==> src/rtl/ddrvfifo_burst_sched.sv <==
// Burst scheduler for the DDR virtual FIFO.
// Owns the circular write/read pointers in DDR word space.
// Picks the next burst (write or read) with round-robin arbitration.
// Tracks DDR fill level as SIZE/FULL/EMPTY.
module ddrvfifo_burst_sched #(
    parameter int ADDR_WIDTH  = 24,
    parameter int BURST       = 8,
    parameter int LEVEL_WIDTH = 10
) (
    input  logic                   BUS_CLK,
    input  logic                   BUS_RST_N,
    input  logic                   SOFT_RST,
    input  logic                   INIT_DONE,
    input  logic [LEVEL_WIDTH-1:0] WR_LEVEL,
    input  logic                   WR_BURST_DONE,
    input  logic [LEVEL_WIDTH-1:0] RD_SPACE,
    input  logic                   RD_BURST_DONE,
    output logic                   CMD_EN,
    output logic                   CMD_WRITE,
    output logic [ADDR_WIDTH-1:0]  CMD_ADDR,
    input  logic                   CMD_RDY,
    output logic [ADDR_WIDTH:0]    SIZE,
    output logic                   FULL,
    output logic                   EMPTY
);

    typedef enum logic [1:0] {ST_INIT, ST_IDLE, ST_CMD} state_t;

    // Burst length at each of the widths it is combined with.
    localparam logic [LEVEL_WIDTH:0]   BURST_L = (LEVEL_WIDTH+1)'(BURST);
    localparam logic [LEVEL_WIDTH-1:0] BURST_P = LEVEL_WIDTH'(BURST);
    localparam logic [ADDR_WIDTH-1:0]  BURST_A = ADDR_WIDTH'(BURST);
    localparam logic [ADDR_WIDTH:0]    BURST_S = (ADDR_WIDTH+1)'(BURST);
    localparam logic [ADDR_WIDTH:0]    DEPTH_S = {1'b1, {ADDR_WIDTH{1'b0}}};
    localparam logic [ADDR_WIDTH:0]    FULL_TH = DEPTH_S - BURST_S;

    state_t                 state_q, state_d;
    logic                   cmdWrite_q, cmdWrite_d;
    logic [ADDR_WIDTH-1:0]  cmdAddr_q, cmdAddr_d;
    logic [ADDR_WIDTH-1:0]  wrPtr_q, wrPtr_d;
    logic [ADDR_WIDTH-1:0]  rdPtr_q, rdPtr_d;
    logic [LEVEL_WIDTH-1:0] wrPend_q, wrPend_d;
    logic [LEVEL_WIDTH-1:0] rdPend_q, rdPend_d;
    logic                   rrLastWrite_q, rrLastWrite_d;
    logic [ADDR_WIDTH:0]    size_q, size_d;
    logic                   full_q, full_d;
    logic                   empty_q, empty_d;

    logic wrOk, rdOk, grantWrite, launch, accept;

    // Eligibility and round-robin grant; level math is one bit wider so it never wraps.
    always_comb begin
        wrOk       = ({1'b0, WR_LEVEL} >= (BURST_L + {1'b0, wrPend_q})) && (size_q <= FULL_TH);
        rdOk       = (size_q >= BURST_S) && ({1'b0, RD_SPACE} >= (BURST_L + {1'b0, rdPend_q}));
        grantWrite = wrOk && (!rdOk || !rrLastWrite_q);
        launch     = (state_q == ST_IDLE) && INIT_DONE && (wrOk || rdOk);
        accept     = (state_q == ST_CMD) && CMD_RDY;
    end

    // FSM state register; soft reset wins over any handshake in flight.
    always_ff @(posedge BUS_CLK or negedge BUS_RST_N) begin
        if (!BUS_RST_N) begin
            state_q <= ST_INIT;
        end else if (SOFT_RST) begin
            state_q <= ST_INIT;
        end else begin
            state_q <= state_d;
        end
    end

    // FSM next state; a pending command is held until accepted regardless of INIT_DONE.
    always_comb begin
        state_d = state_q;
        case (state_q)
            ST_INIT: if (INIT_DONE) state_d = ST_IDLE;
            ST_IDLE: begin
                if (!INIT_DONE) begin
                    state_d = ST_INIT;
                end else if (wrOk || rdOk) begin
                    state_d = ST_CMD;
                end
            end
            ST_CMD:  if (CMD_RDY) state_d = ST_IDLE;
            default: state_d = ST_INIT;
        endcase
    end

    // FSM outputs; command valid exactly while in the command state.
    always_comb begin
        CMD_EN    = (state_q == ST_CMD);
        CMD_WRITE = cmdWrite_q;
        CMD_ADDR  = cmdAddr_q;
        SIZE      = size_q;
        FULL      = full_q;
        EMPTY     = empty_q;
    end

    // Datapath next state: latch the winner, advance pointers/fill on accept, retire on DONE.
    always_comb begin
        cmdWrite_d    = cmdWrite_q;
        cmdAddr_d     = cmdAddr_q;
        wrPtr_d       = wrPtr_q;
        rdPtr_d       = rdPtr_q;
        size_d        = size_q;
        rrLastWrite_d = rrLastWrite_q;
        wrPend_d      = wrPend_q;
        rdPend_d      = rdPend_q;
        if (launch) begin
            cmdWrite_d = grantWrite;
            cmdAddr_d  = grantWrite ? wrPtr_q : rdPtr_q;
        end
        if (accept) begin
            rrLastWrite_d = cmdWrite_q;
            if (cmdWrite_q) begin
                wrPtr_d  = wrPtr_q + BURST_A;
                size_d   = size_q + BURST_S;
                wrPend_d = wrPend_d + BURST_P;
            end else begin
                rdPtr_d  = rdPtr_q + BURST_A;
                size_d   = size_q - BURST_S;
                rdPend_d = rdPend_d + BURST_P;
            end
        end
        if (WR_BURST_DONE && (wrPend_q != '0)) wrPend_d = wrPend_d - BURST_P;
        if (RD_BURST_DONE && (rdPend_q != '0)) rdPend_d = rdPend_d - BURST_P;
        full_d  = (size_d > FULL_TH);
        empty_d = (size_d == '0);
    end

    // Datapath registers, cleared by either reset source.
    always_ff @(posedge BUS_CLK or negedge BUS_RST_N) begin
        if (!BUS_RST_N) begin
            cmdWrite_q    <= 1'b0;
            cmdAddr_q     <= '0;
            wrPtr_q       <= '0;
            rdPtr_q       <= '0;
            wrPend_q      <= '0;
            rdPend_q      <= '0;
            rrLastWrite_q <= 1'b0;
            size_q        <= '0;
            full_q        <= 1'b0;
            empty_q       <= 1'b1;
        end else if (SOFT_RST) begin
            cmdWrite_q    <= 1'b0;
            cmdAddr_q     <= '0;
            wrPtr_q       <= '0;
            rdPtr_q       <= '0;
            wrPend_q      <= '0;
            rdPend_q      <= '0;
            rrLastWrite_q <= 1'b0;
            size_q        <= '0;
            full_q        <= 1'b0;
            empty_q       <= 1'b1;
        end else begin
            cmdWrite_q    <= cmdWrite_d;
            cmdAddr_q     <= cmdAddr_d;
            wrPtr_q       <= wrPtr_d;
            rdPtr_q       <= rdPtr_d;
            wrPend_q      <= wrPend_d;
            rdPend_q      <= rdPend_d;
            rrLastWrite_q <= rrLastWrite_d;
            size_q        <= size_d;
            full_q        <= full_d;
            empty_q       <= empty_d;
        end
    end

endmodule

==> config.mk <==
export PLATFORM = sky130hd
export DESIGN_NAME = ddrvfifo_burst_sched
export DESIGN_NICKNAME = d
export VERILOG_FILES = /design/src/rtl/ddrvfifo_burst_sched.sv
export SDC_FILE = /design/constraint.sdc
export NUM_CORES = 1
export LEC_CHECK = 0
export BUFFER_PORTS_ARGS = -buffer_cell sky130_fd_sc_hd__buf_2
export CAP_MARGIN = 15
export CORE_ASPECT_RATIO = 1.25
export CORE_UTILIZATION = 25
export CTS_BUF_LIST = sky130_fd_sc_hd__clkbuf_8
export DETAILED_ROUTE_END_ITERATION = 10
export PLACE_DENSITY = 0.4
export SYNTH_ARGS = -nofsm -noshare
export SYNTH_HDL_FRONTEND = slang
export SYNTH_SLANG_ARGS = --single-unit
==> constraint.sdc <==
create_clock -name BUS_CLK -period 3 [get_ports BUS_CLK]
set_input_delay 0.45 -clock BUS_CLK [delete_from_list [all_inputs] [get_ports BUS_CLK]]
set_output_delay 0.45 -clock BUS_CLK [all_outputs]
set_load 0.02 [all_outputs]
==> results.toml <==
[yosys]
avgSynthCellArea_um2 = 8.921
synth.yosys.seq_area_share = 0.4207
synth_seq_cells = 106
ys.flop_type = "dfrtp_1"
yosysWarningCount = 0
synth-async-reset-ratio = 1.000
synth-edff-count = 0
yosys.cell_types.count = 60
syn_area_um2 = 6307
syn_inst = 707

[setup_path]
path_class = "flip-flop to flip-flop"
cpPeakStageDelay_ns = 0.37
rrSetupSlack_ns = 0.18
r2r-start = "rdPend_q[3]$_DFF_PN0_"
cp.required_ns = 3.30
crit_slowest_cell = "dfrtp_1"
worstPathArrival_ns = 3.12
cp_cell_sequence = "ha_2 -> and3_2 -> nand3_1 -> xor2_1 -> ha_1 -> nor4_2 -> a32oi_2 -> and3_1 -> o211a_4 -> clkbuf_16 -> a311oi_1"
path_max_fanout = 22
cp_top_family = "simple AND/OR/NAND/NOR gates"
cp_num_buf_inv = 1
r2r_end = "CMD_ADDR[13]$_DFFE_PN0P_"
worst_setup_path_start_kind = "flip-flop"
rr_worst_depth = 11
worst_setup_path_end_kind = "flip-flop"

[floorplanning]
die_area_um2 = 25870
fp.dieH_um = 179.6
die_w_um = 144.1
ios = 80
core_um2 = 24660
num_rows = 64
start_util = 0.2557

[power]
p_int_mw = 2.756
switching_share = 0.3990
cellPowerDensity_nw_per_um2 = 601.2
clkPwrFrac = 0.206
combinationalPowerShare = 0.409
leakagePower_nw = 3.335
power_switching_mw = 1.830
p_seq_frac = 0.385
finalPower_mw = 4.586
vdd_drop_max_mv = 0.2349

[detailed_routing]
drc = 0
wirelength_um = 18120
via_per_inst = 4.671
first_pass_iters = 4
wl_per_cell_um = 16.09
dr.first_iter.drc_count = 189
vias = 5260
ant_nets = 0

[sta]
slew_headroom = 0.5433
period_share = 0.9393
setup_viol = 0
final.setup_skew_ns = 0.02406
rsz0062_at_grt = "yes"
timing.final.crit_period_ns = 2.818
slew_viol_final = 0
setup-tns-final_ns = 0
holdWs_ns = 0.4063
hold_viol_final = 0
fmax_ghz = 0.3549
setup_slack_ns = 0.1821
worstMarginPinSlew_ns = 0.6851

[cts]
cts_buffers = 9
cts_tree = "yes"
clockBufferDepth = 2
cts.sinks = 106
clkLatencyLatePin_ns = 0.41
clkTransAtPathRegs_ns = 0.12
h-tree-depth = 3
cts_root_buf = "clkbuf_8"

[layout]
layout_commonest_cell = "nor2_1"
nFillCells = 2723
mostFrequentLayoutCells = "nor2_1 (112), dfrtp_1 (104), nand2_1 (85), buf_2 (68), xnor2_1 (47)"
n_antenna_cell = 0
ff_latch_area_um2 = 2655
nNetsFinal = 841
syn2layout_area_growth_pct = 20.93
instances_no_fill = 1126
multi_input_area_um2 = 3528
drive_above_1_share = 0.1972

[outcome]
status = "complete, no violations"

[global_routing]
grt_usage = 0.1418
grt_pass1_vias = 5426
grt_max_degree = 60
grt_pass1_wl_um = 28770
gr-total-overflow = 0
antenna_found_initial = 0

[placement]
dp_cells = 1105
place_congestion = 0.7560
hpwlAfterDp_um = 12410
place_ws_ns = 0.02987
io_buffers = 70

[worst_hold_path]
hp-class = "input port to flip-flop"
min_to = "state_q[1]$_DFFE_PN0P_"
min-delay-start = "CMD_RDY"
hold_depth = 4

[job]
drv_cap = 0
area by class of cell:
type,instances,share of cell area
multi-input combinational,550,0.4626
sequential,106,0.3481
timing repair buffer,114,0.1037
tap,330,0.05413
clock buffer,9,0.01624
clock inverter,7,0.01033
inverter,10,0.004921
state kept, by name (all words and copies together), names as in the netlist:
signal and count:
rdPend_q 7, rrLastWrite_q 1, state_q 2, EMPTY 1, CMD_ADDR 22, rdPtr_q 21, CMD_WRITE 1, SIZE 22
FULL 1, wrPtr_q 21, wrPend_q 7
power by group through the flow:
stage / combinational (mW) / sequential [mW] / clock [mW]
6_report: 1.87 / 1.77 / 0.945
3_5_place_dp: 1.75 / 1.80 / 0
2_1_floorplan: 1.13 / 1.82 / 0
3_3_place_gp: 1.75 / 1.80 / 0
4_1_cts: 1.78 / 1.77 / 0.988
5_1_grt: 2.11 / 1.80 / 1.04
cell usage after synthesis, drive strengths merged (10+ instances only):
master / instances / area (um2)
xor2: 42 / 367.9
nand3: 28 / 140.1
and3: 21 / 131.4
nor4: 11 / 87.59
dfrtp: 105 / 2628
xnor2: 47 / 411.6
buf: 14 / 88.83
a21oi: 20 / 100.1
clkbuf: 29 / 108.9
o21ai: 10 / 50.04
nor2: 112 / 420.4
a311oi: 21 / 183.9
nor3: 19 / 95.09
ha: 23 / 287.8
inv: 10 / 37.54
nand4: 25 / 156.4
nand2: 85 / 319.1
kinds of logic (layout without fill, tap and decap cells):
group,after synthesis,after routing,share of synthesized area
AOI/OAI and AO/OA,83,83,0.09462
xor gates and xnor gates,89,89,0.1236
adders and majority gates,23,23,0.04563
buffers and inverters,53,140,0.03729
DFF,106,106,0.4208
muxes,7,7,0.01131
other,1,3,0.0005945
and+or+nand+nor,345,345,0.2662
worst max-delay path by stage:
stage                               start                       end  slack (ns)  cells after the start
global route        rdPend_q[4]$_DFF_PN0_  CMD_ADDR[23]$_DFFE_PN0P_       -0.02                     11
finish              rdPend_q[3]$_DFF_PN0_  CMD_ADDR[13]$_DFFE_PN0P_        0.18                     11
detailed placement  wrPend_q[4]$_DFF_PN0_   CMD_ADDR[7]$_DFFE_PN0P_        0.03                     13
global placement    wrPend_q[4]$_DFF_PN0_  CMD_ADDR[22]$_DFFE_PN0P_        0.02                     13
floorplan           wrPend_q[3]$_DFF_PN0_  CMD_ADDR[10]$_DFFE_PN0P_        0.07                     14
CTS                 wrPend_q[4]$_DFF_PN0_  CMD_ADDR[15]$_DFFE_PN0P_        0.01                     13
metrics by stage:
stage	util	cell area [um2]
after floorplan	-	6322
after global placement	0.2939	7248
after detailed placement	0.2939	7248
after CTS	0.3030	7472
after global routing	0.3093	7627
final	0.3093	7627
metal layers:
metal	share of wire	up-vias	wire length, um	global-route usage
li1	-	2622	-	-
met1	0.47	2543	8450	0.1859
met2	0.49	81	8942	0.2414
met3	0.028	14	506	0.01918
met4	0.012	0	223	0.03745
met5	0	-	0	0
worst register-to-register path: stages (launching register included):
cell and delay [ns]:
dfrtp_1 0.37, ha_2 0.21, and3_2 0.24, nand3_1 0.10, xor2_1 0.16, ha_1 0.21, nor4_2 0.29, a32oi_2 0.17
and3_1 0.23, o211a_4 0.30, clkbuf_16 0.21, a311oi_1 0.26
timing repair:
| action | 4_1_cts | 5_1_grt |
|---|---|---|
| gates resized for setup | 2 | 15 |
| endpoints found under the setup margin | 5 | 24 |
| hold buffers | 1 | 0 |
| setup buffers | 0 | 1 |
| hold endpoints to repair | 10 | 0 |
| gates cloned | 0 | 3 |
| pin swaps | 0 | 6 |
(Power assumes the default switching activity.)
